[config.mk]
export PLATFORM = sky130hd
export DESIGN_NAME = itf_host_agent
export DESIGN_NICKNAME = d
export VERILOG_FILES = /design/src/rtl/itf_host_agent.sv
export SDC_FILE = /design/constraint.sdc
export NUM_CORES = 1
export LEC_CHECK = 0
export ABC_AREA = 1
export BUFFER_PORTS_ARGS = -buffer_cell sky130_fd_sc_hd__buf_2
export CAP_MARGIN = 25
export CORE_AREA = 3 3 302 304
export CTS_CLUSTER_SIZE = 20
export DETAILED_ROUTE_END_ITERATION = 16
export DIE_AREA = 0 0 305 307
export GPL_TIMING_DRIVEN = 0
export PLACE_DENSITY = 0.55
export SYNTH_ARGS = -nofsm -noshare
export SYNTH_HDL_FRONTEND = slang
export SYNTH_SLANG_ARGS = --single-unit
[constraint.sdc]
create_clock -name clk -period 10.4 [get_ports clk]
set_input_delay 1.56 -clock clk [delete_from_list [all_inputs] [get_ports clk]]
set_output_delay 1.56 -clock clk [all_outputs]
set_load 0.01 [all_outputs]
[src/rtl/itf_host_agent.sv]
// itf_host_agent: host-side agent for the chip's off-chip data interface.
// It serves round-robin ISA fetches from per-channel cursors and executes
// chip-issued memory-to-chip / chip-to-memory commands against a synchronous
// SRAM. Reads go through a 2-entry return buffer that sustains one word/cycle.
module itf_host_agent #(
   parameter int PORT_WIDTH = 128,
   parameter int NUM_OP     = 6,
   parameter int MEM_AW     = 18,
   parameter int LEN_W      = 16,
   parameter int ISA_DEPTH  = 64
) (
   input  logic                       clk,
   input  logic                       rst_n,
   input  logic [NUM_OP-1:0]          cfg_rdy,
   input  logic [NUM_OP*MEM_AW-1:0]   isa_base,
   input  logic [NUM_OP*LEN_W-1:0]    isa_num,
   input  logic                       cmd_vld,
   input  logic                       dat_oe,
   input  logic [PORT_WIDTH-1:0]      dat_in,
   input  logic                       dat_in_vld,
   output logic                       dat_in_rdy,
   output logic [PORT_WIDTH-1:0]      dat_out,
   output logic                       dat_out_vld,
   output logic                       dat_out_last,
   input  logic                       dat_out_rdy,
   output logic                       isa_vld,
   output logic                       mem_ren,
   output logic [MEM_AW-1:0]          mem_raddr,
   input  logic [PORT_WIDTH-1:0]      mem_rdata,
   output logic                       mem_wen,
   output logic [MEM_AW-1:0]          mem_waddr,
   output logic [PORT_WIDTH-1:0]      mem_wdata,
   output logic                       busy,
   output logic                       err_zero
);

   localparam int GW = (NUM_OP > 1) ? $clog2(NUM_OP) : 1;
   localparam int CW = (ISA_DEPTH > 1) ? $clog2(ISA_DEPTH) : 1;

   typedef enum logic [2:0] {
      S_IDLE,
      S_ISA,
      S_CMD,
      S_RD,
      S_WR
   } state_t;

   state_t                  state_q, state_d;
   logic [GW-1:0]           ptr_q, ptr_d;
   logic [GW-1:0]           grant_q, grant_d;
   logic [CW-1:0]           cur_q [NUM_OP];
   logic [CW-1:0]           cur_d [NUM_OP];
   logic [MEM_AW-1:0]       addr_q, addr_d;
   logic [LEN_W-1:0]        issueLeft_q, issueLeft_d;
   logic [LEN_W-1:0]        deliverLeft_q, deliverLeft_d;
   logic                    inflight_q, inflight_d;
   logic [1:0]              bufCnt_q, bufCnt_d;
   logic [PORT_WIDTH-1:0]   buf0_q, buf0_d;
   logic [PORT_WIDTH-1:0]   buf1_q, buf1_d;

   logic                    rrHit;
   logic [GW-1:0]           rrIdx;
   logic [MEM_AW-1:0]       isaAddr;
   logic [MEM_AW-1:0]       rdAddr;
   logic                    reading;
   logic                    avail;
   logic [PORT_WIDTH-1:0]   head;
   logic                    outVld;
   logic                    pop;
   logic                    issue;
   logic                    cmdHs;
   logic                    wrHs;
   logic                    zeroLen;

   // Round-robin pick: first requesting channel strictly after the last grant
   always_comb begin
      int idx;
      rrHit = 1'b0;
      rrIdx = '0;
      idx   = 0;
      for (int k = 1; k <= NUM_OP; k++) begin
         idx = int'(ptr_q) + k;
         if (idx >= NUM_OP) idx = idx - NUM_OP;
         if (!rrHit && cfg_rdy[idx]) begin
            rrHit = 1'b1;
            rrIdx = GW'(idx);
         end
      end
   end

   // Datapath view of the read engine, write handshake and zero-length detect
   always_comb begin
      reading = (state_q == S_ISA) || (state_q == S_RD);
      isaAddr = isa_base[int'(grant_q)*MEM_AW +: MEM_AW] + MEM_AW'(cur_q[grant_q]);
      rdAddr  = (state_q == S_ISA) ? isaAddr : addr_q;
      avail   = (bufCnt_q != 2'd0) || inflight_q;
      head    = (bufCnt_q != 2'd0) ? buf0_q : mem_rdata;
      outVld  = reading && avail;
      pop     = outVld && dat_out_rdy;
      issue   = reading && (issueLeft_q != '0) &&
                ((bufCnt_q + {1'b0, inflight_q}) < 2'd2);
      zeroLen = ((state_q == S_ISA) || (state_q == S_RD) || (state_q == S_WR)) &&
                (deliverLeft_q == '0);
      dat_in_rdy = 1'b0;
      if (state_q == S_CMD)     dat_in_rdy = dat_oe && cmd_vld;
      else if (state_q == S_WR) dat_in_rdy = dat_oe && (deliverLeft_q != '0);
      cmdHs = (state_q == S_CMD) && dat_in_vld && dat_in_rdy;
      wrHs  = (state_q == S_WR) && dat_in_vld && dat_in_rdy;
   end

   // Output drive; addresses and data are forced to zero when not qualified
   always_comb begin
      dat_out_vld  = outVld;
      dat_out      = outVld ? head : '0;
      dat_out_last = outVld && (deliverLeft_q == LEN_W'(1));
      isa_vld      = (state_q == S_ISA);
      mem_ren      = issue;
      mem_raddr    = issue ? rdAddr : '0;
      mem_wen      = wrHs;
      mem_waddr    = wrHs ? addr_q : '0;
      mem_wdata    = wrHs ? dat_in : '0;
      busy         = (state_q != S_IDLE);
      err_zero     = zeroLen;
   end

   // Next-state logic: commands beat ISA requests; bursts end on the last word
   always_comb begin
      state_d = state_q;
      case (state_q)
         S_IDLE: begin
            if (cmd_vld)    state_d = S_CMD;
            else if (rrHit) state_d = S_ISA;
         end
         S_ISA, S_RD: begin
            if (zeroLen)                                      state_d = S_IDLE;
            else if (pop && (deliverLeft_q == LEN_W'(1)))     state_d = S_IDLE;
         end
         S_CMD: begin
            if (cmdHs) state_d = dat_in[0] ? S_WR : S_RD;
         end
         S_WR: begin
            if (zeroLen)                                      state_d = S_IDLE;
            else if (wrHs && (deliverLeft_q == LEN_W'(1)))    state_d = S_IDLE;
         end
         default: state_d = S_IDLE;
      endcase
   end

   // Burst bookkeeping: grant/pointer, cursors, address and word counters.
   // The pointer moves at grant time; cfg_rdy is not looked at again until
   // the burst is back in IDLE, so this is indistinguishable from moving it
   // at the end of the burst.
   always_comb begin
      ptr_d         = ptr_q;
      grant_d       = grant_q;
      cur_d         = cur_q;
      addr_d        = addr_q;
      issueLeft_d   = issueLeft_q;
      deliverLeft_d = deliverLeft_q;
      if ((state_q == S_IDLE) && !cmd_vld && rrHit) begin
         grant_d       = rrIdx;
         ptr_d         = rrIdx;
         issueLeft_d   = isa_num[int'(rrIdx)*LEN_W +: LEN_W];
         deliverLeft_d = isa_num[int'(rrIdx)*LEN_W +: LEN_W];
      end
      if (cmdHs) begin
         addr_d        = dat_in[1 +: MEM_AW];
         issueLeft_d   = dat_in[1+MEM_AW +: LEN_W];
         deliverLeft_d = dat_in[1+MEM_AW +: LEN_W];
      end
      if (issue) begin
         issueLeft_d = issueLeft_q - LEN_W'(1);
         if (state_q == S_RD) addr_d = addr_q + MEM_AW'(1);
         if (state_q == S_ISA) begin
            if (cur_q[grant_q] == CW'(ISA_DEPTH-1)) cur_d[grant_q] = '0;
            else                                    cur_d[grant_q] = cur_q[grant_q] + CW'(1);
         end
      end
      if (pop) deliverLeft_d = deliverLeft_q - LEN_W'(1);
      if (wrHs) begin
         addr_d        = addr_q + MEM_AW'(1);
         deliverLeft_d = deliverLeft_q - LEN_W'(1);
      end
   end

   // Return buffer: the word arriving from SRAM this cycle is served directly
   // when the buffer is empty, and parked in the buffer when it cannot leave
   always_comb begin
      bufCnt_d   = bufCnt_q;
      buf0_d     = buf0_q;
      buf1_d     = buf1_q;
      inflight_d = issue;
      case (bufCnt_q)
         2'd0: begin
            if (inflight_q && !pop) begin
               buf0_d   = mem_rdata;
               bufCnt_d = 2'd1;
            end
         end
         2'd1: begin
            if (pop) begin
               if (inflight_q) buf0_d   = mem_rdata;
               else            bufCnt_d = 2'd0;
            end else if (inflight_q) begin
               buf1_d   = mem_rdata;
               bufCnt_d = 2'd2;
            end
         end
         default: begin
            if (pop) begin
               buf0_d   = buf1_q;
               bufCnt_d = 2'd1;
            end
         end
      endcase
      if (!reading) begin
         bufCnt_d   = 2'd0;
         inflight_d = 1'b0;
      end
   end

   // State, bookkeeping and buffer registers; reset aborts any burst at once
   always_ff @(posedge clk or negedge rst_n) begin
      if (!rst_n) begin
         state_q       <= S_IDLE;
         ptr_q         <= GW'(NUM_OP-1);
         grant_q       <= '0;
         for (int c = 0; c < NUM_OP; c++) cur_q[c] <= '0;
         addr_q        <= '0;
         issueLeft_q   <= '0;
         deliverLeft_q <= '0;
         inflight_q    <= 1'b0;
         bufCnt_q      <= 2'd0;
         buf0_q        <= '0;
         buf1_q        <= '0;
      end else begin
         state_q       <= state_d;
         ptr_q         <= ptr_d;
         grant_q       <= grant_d;
         cur_q         <= cur_d;
         addr_q        <= addr_d;
         issueLeft_q   <= issueLeft_d;
         deliverLeft_q <= deliverLeft_d;
         inflight_q    <= inflight_d;
         bufCnt_q      <= bufCnt_d;
         buf0_q        <= buf0_d;
         buf1_q        <= buf1_d;
      end
   end

endmodule
# Word-level counts from Yosys, hierarchy flattened
# Cells that the tools add are included.
# word_totals
elab_cells,205
output_inout_bits,300
reg_bits,354
# classes
mux,82
addsub,18
n_bitwise,4
shifts,2
n_mul,1
eq_ne,18
order_cmp,15
reduce_logical,49
# op_table
operator,n
$mux W128,7
$pmux W128 S2,1
$lt A32 B5 Y1 const B,6
$mux W32,6
$mux W18,7
$shiftx A108 B9 Y18,1
$shiftx A96 B8 Y16,1
$mux W16,5
$mux W3,14
$and A36 B36 Y36,1
$bwmux W36,1
$mux W36,1
$not A36 Y36,1
$reduce_bool A16 Y1,2
$sub A16 B1 Y16 const B,2
$sub A4 B3 Y5 const B,6
$ge A4 B3 Y1 const B,6
$logic_and A1 B1 Y1,23
$mux W1,21
$add A18 B1 Y18 const B,1
$add A18 B6 Y18,1
$bmux W1 S3,6
$bmux W6 S3,1
$demux W6 S3,1
38 further kinds,67

# Logic depth before layout (Yosys ltp)
# logic_depth
ltp_word,27
ltp_mapped,31

# Worst setup path after synthesis
# OpenSTA, ideal clock, no wires.
# synth_timing
kind,input -> output
from,in isa_base[54]
to,out mem_raddr[16]
setup_slack_ns,5.040
required_ns,8.840
path_buffers,0
stages,19
arrival_time_ns,3.800
path_cell_list,a22oi_1 > nand4_1 > ha_1 > fa_1 > a21o_1 > a21oi_1 > nor2_1 > o21ai_0 > nand2_1 > inv_1 > nor2_1 > inv_1 > nor2_1 > inv_1 > nor2_1 > nand2_1 > nor2_1 > xor2_1 > a21oi_1
# synth_between
elab_chain_len,4
# synth_lines
item,line,rtl
from (decl),15,"input logic [NUM_OP*MEM_AW-1:0] isa_base,"
$shiftx A108 B9 Y18,94,isaAddr = isa_base[int'(grant_q)*MEM_AW +: MEM_AW] + MEM_AW'(cur_q[grant_q]);
$add A18 B6 Y18,94,
$mux W18,95,rdAddr = (state_q == S_ISA) ? isaAddr : addr_q;
$mux W18,118,mem_raddr = issue ? rdAddr : '0;
to (decl),28,"output logic [MEM_AW-1:0] mem_raddr,"
# Every way passes these cells.

==> impl_table.tex <==
\begin{tabular}{lr}
\hline
Metric & Value \\
\hline
\multicolumn{2}{l}{\textbf{Place}} \\
\quad Number of buffer cells added on primary ports & 771 \\
\quad Gpl congestion & 0.9247 \\
\quad Detailed-placement wirelength estimate & 76120 um \\
\quad Area post-placement & 0.02767 mm\^{}2 \\
\multicolumn{2}{l}{\textbf{Floorplan}} \\
\quad Area of the die & 0.09364 mm\^{}2 \\
\quad Core region area & 0.08851 mm\^{}2 \\
\quad Effective utilization at floorplan & 0.2514 \\
\quad \# IOs & 772 \\
\quad Cell Rows & 109 \\
\quad Floorplan die width & 305 um \\
\quad Die height & 307 um \\
\multicolumn{2}{l}{\textbf{Final layout}} \\
\quad Filler cell count & 9615 \\
\quad Post-layout instance area & 0.02945 mm\^{}2 \\
\quad Layout cells sized above 1 & 0.2943 \\
\quad Layout area overhead & 32.31\% \\
\quad Post-layout net count & 4275 \\
\multicolumn{2}{l}{\textbf{Timing}} \\
\quad Setup TNS Final & 0 ps \\
\quad Setup violators final & 0 \\
\quad Normalized max-slew margin & 0.3269 \\
\quad Maximum clock skew at final layout & 34.31 ps \\
\quad Time the worst path needs with I/O delays and setup & 6861 ps \\
\quad Period Utilization, post-route & 0.6597 \\
\quad Maximum clock frequency & 145.8 MHz \\
\quad Max-slew violations & 0 \\
\quad Final hold viol count & 0 \\
\quad Worst Max-Slew Pin Slew & 1010 ps \\
\quad Setup repair after global routing missed its margin & no \\
\quad Hold\_ws & 482.0 ps \\
\multicolumn{2}{l}{\textbf{GRT}} \\
\quad Global-route wire length before repair & 143400 um \\
\quad Vias in the first global route & 22960 \\
\quad Antenna violations before repair & 20 \\
\quad Residual overflow from global routing & 0 \\
\quad Largest net degree at the start of global routing & 101 \\
\quad Total Routing Usage GR & 0.1972 \\
\multicolumn{2}{l}{\textbf{Worst setup path}} \\
\quad Kind of end point of the critical path & output port \\
\quad Register-to-register setup slack & 6290 ps \\
\quad Slowest cell on crit path & sky130\_fd\_sc\_hd\_\_dfrtp\_1 \\
\quad Cell count of the worst reg-to-reg path & 8 \\
\quad Crit-path leading delay family & compound AO/OA/AOI/OAI gates \\
\quad Startpoint type of the worst setup path & flip-flop \\
\quad Maximum fanout count along the critical path & 10 \\
\quad Worst path arrival time & 5300 ps \\
\quad Dominant cell type by count on the critical path & sky130\_fd\_sc\_hd\_\_nand2\_1 \\
\quad Required time at the endpoint of the critical path & 8840 ps \\
\quad Combined buffer and inverter count along the critical path & 6 \\
\quad Stages on the worst setup path & 23 \\
\quad Class of the most critical setup path & reg2out \\
\quad Worst R2R End & buf1\_q[123] \\
\quad Worst path cell trace & buf\_4 > nand3\_2 > clkinv\_1 > clkbuf\_1 > a22o\_1 > a221oi\_1 > nand3\_1 > ha\_1 > nand2\_1 > o21ai\_0 > o21ai\_0 > nand2\_1 > nand2\_1 > nor2\_1 > inv\_2 > nor2\_2 > nand2\_1 > nor2\_1 > a21oi\_1 > o21ai\_0 > o211ai\_1 > inv\_1 > buf\_2 \\
\quad Maximum cell stage delay along the critical path & 440 ps \\
\quad Crit path capture & mem\_raddr[15] \\
\quad Reg2Reg Launch Point & bufCnt\_q[1] \\
\quad CP Launch Point & ptr\_q[1] \\
\multicolumn{2}{l}{\textbf{Yosys}} \\
\quad Number of nets produced by synthesis & 3452 \\
\quad Commonest register cell after synthesis & sky130\_fd\_sc\_hd\_\_dfrtp\_1 \\
\quad Yosys reg bits & 353 \\
\quad Number of enable flip-flop cells after synthesis & 0 \\
\quad Cell with the most instances after synthesis & sky130\_fd\_sc\_hd\_\_nor2\_1 \\
\quad Average size of a mapped cell & 7.526 um\^{}2 \\
\quad Syn Inst Count & 2957 \\
\quad Share of synthesized flip-flops with an asynchronous set or reset & 1.000 \\
\quad Library cell with the largest summed area after synthesis & sky130\_fd\_sc\_hd\_\_dfrtp\_1 \\
\quad Area of the mapped netlist & 0.02226 mm\^{}2 \\
\quad Proportion of synthesized chip area in sequential cells & 0.3970 \\
\quad Yosys Warn Count & 0 \\
\quad Netlist cell types & 63 \\
\quad Cells taking the most area after synthesis & sky130\_fd\_sc\_hd\_\_dfrtp\_1, sky130\_fd\_sc\_hd\_\_nor2\_1, sky130\_fd\_sc\_hd\_\_nand2\_1 \\
\quad Share of Yosys cell area claimed by the top area cell type & 0.3947 \\
\quad Leading post-synthesis cells by instance count & sky130\_fd\_sc\_hd\_\_nor2\_1, sky130\_fd\_sc\_hd\_\_nand2\_1, sky130\_fd\_sc\_hd\_\_dfrtp\_1, sky130\_fd\_sc\_hd\_\_inv\_1, sky130\_fd\_sc\_hd\_\_nand3\_1 \\
\multicolumn{2}{l}{\textbf{Drt}} \\
\quad Final ANT Viol Nets & 0 \\
\quad First DRT Iteration DRCs & 2027 \\
\quad DRC viols & 0 \\
\quad DRT Pass-1 Iters & 5 \\
\quad Aggregate routed wire length & 96560 um \\
\quad Routed wire length per instance & 19.32 um \\
\quad Total vias in the final route & 23810 \\
\quad Via density & 4.763 \\
\multicolumn{2}{l}{\textbf{Power and ir drop}} \\
\quad Power per Cell Area & 407.8 mW/mm\^{}2 \\
\quad IR Drop Worst-Case VDD & 0.2676 mV \\
\quad P\_leak & 15.28 nW \\
\multicolumn{2}{l}{\textbf{Outcome}} \\
\quad Outcome & finished clean \\
\multicolumn{2}{l}{\textbf{CTS}} \\
\quad Hold-fix buffers, CTS & 0 \\
\quad Total number of H-tree levels & 2 \\
\quad Number of gates resized after cts & 0 \\
\quad Clk Latency, worst-skew pair & 600 ps \\
\quad Number of clock sinks & 353 \\
\quad Maximum clock path buffer count & 3 \\
\quad TritonCTS clock tree & done \\
\quad Number of post-CTS setup repair buffers & 0 \\
\quad Clock root buffer & sky130\_fd\_sc\_hd\_\_clkbuf\_16 \\
\quad Clock-pin slew on the worst setup and hold paths & 60 ps \\
\quad Cts bufs inserted & 46 \\
\multicolumn{2}{l}{\textbf{Run}} \\
\quad Count of maximum capacitance violations & 0 \\
\multicolumn{2}{l}{\textbf{Worst hold path}} \\
\quad Kind of path behind the tightest hold check & reg2reg \\
\hline
\end{tabular}
==> report_power, final <==
group | switching (mW) | internal, mW | total [mW]
Clock | 0.674 | 1.14 | 1.81
Combinational | 5.10 | 2.66 | 7.76
Sequential | 0.359 | 2.08 | 2.44
Total | 6.14 | 5.87 | 12.0
==> cells in the final DEF (no fill, tap or decap), types with 22 or more instances in the layout <==
| master | synthesis | layout |
|---|---|---|
| sky130_fd_sc_hd__nand3_1 | 170 | 170 |
| sky130_fd_sc_hd__nand2_1 | 477 | 477 |
| sky130_fd_sc_hd__o31ai_1 | 127 | 127 |
| sky130_fd_sc_hd__xor2_1 | 31 | 31 |
| sky130_fd_sc_hd__dfrtp_1 | 351 | 351 |
| sky130_fd_sc_hd__inv_1 | 322 | 322 |
| sky130_fd_sc_hd__clkbuf_1 | 99 | 106 |
| sky130_fd_sc_hd__nor2_1 | 642 | 642 |
| sky130_fd_sc_hd__a21oi_1 | 52 | 52 |
| sky130_fd_sc_hd__ha_1 | 22 | 22 |
| sky130_fd_sc_hd__a211oi_1 | 134 | 134 |
| sky130_fd_sc_hd__buf_2 | 51 | 821 |
| sky130_fd_sc_hd__o21ai_0 | 85 | 85 |
| sky130_fd_sc_hd__o22ai_1 | 33 | 33 |
| sky130_fd_sc_hd__clkbuf_16 | 0 | 46 |
| sky130_fd_sc_hd__mux2_2 | 133 | 133 |
==> metrics by stage <==
step                        util  worst slack, ps  instances  power (mW)
final                     0.3327             3539       4999       12.01
after global routing      0.3325             3181       4993       13.02
after CTS                 0.3322             3548       4981       12.06
after detailed placement  0.3126             4225       4897       10.19
after global placement    0.3115            71.91       4893       10.13
after floorplan                -             5040       2957       7.448
==> worst reg2reg max path: cells and delay by family (launching register included) <==
family | cells | cell delay (ps)
AND/OR/NAND/NOR | 3 | 1090
AO/OA/AOI/OAI | 1 | 560
buffers and inverters | 3 | 1660
flip-flops | 1 | 320
multiplexers | 1 | 380
==> cells by family after synthesis <==
group | after synthesis | share of synthesized area
and+or+nand+nor | 1377 | 0.2559
adders and majority gates | 23 | 0.01327
DFF | 353 | 0.3970
AOI/OAI and AO/OA | 515 | 0.1576
buffers and inverters | 522 | 0.09558
muxes | 133 | 0.06730
xor gates and xnor gates | 34 | 0.01338
==> registers in the layout, indices dropped and copies added, names as in the netlist, 3 cells and up <==
signal         flops
buf0_q           128
buf1_q           128
cur_q             36
addr_q            18
deliverLeft_q     16
issueLeft_q       16
ptr_q              3
state_q            3
==> layout make-up <==
class                      count  area, um^2  area share
timing repair buffer         775        3959      0.1344
sequential                   353        8836      0.3001
clock inverter                22       427.9     0.01453
tap                         1165        1458     0.04950
buffer                       179       837.1     0.02843
clock buffer                  62        1301     0.04419
antenna                       18       45.04    0.001530
inverter                     343        1290     0.04381
multi-input combinational   2082       11290      0.3835
==> routing by layer <==
metal  wire [um]  global-route usage
met5          13                   0
met4        3028             0.06918
met3        6026             0.02741
met2       45270              0.3245
met1       42230              0.2653
==> worst min path at each step <==
stage / from / end / slack, ps / cells after the start
3_3_place_gp: buf0_q[53] / buf0_q[53] / 460 / 2
3_5_place_dp: buf0_q[91] / buf0_q[91] / 470 / 2
2_1_floorplan: buf0_q[100] / buf0_q[100] / 450 / 2
6_report: buf0_q[35] / buf0_q[35] / 480 / 2
5_1_grt: buf0_q[70] / buf0_q[70] / 500 / 2
4_1_cts: buf0_q[116] / buf0_q[116] / 480 / 2
No activity file was read; power rests on OpenSTA's default activity.
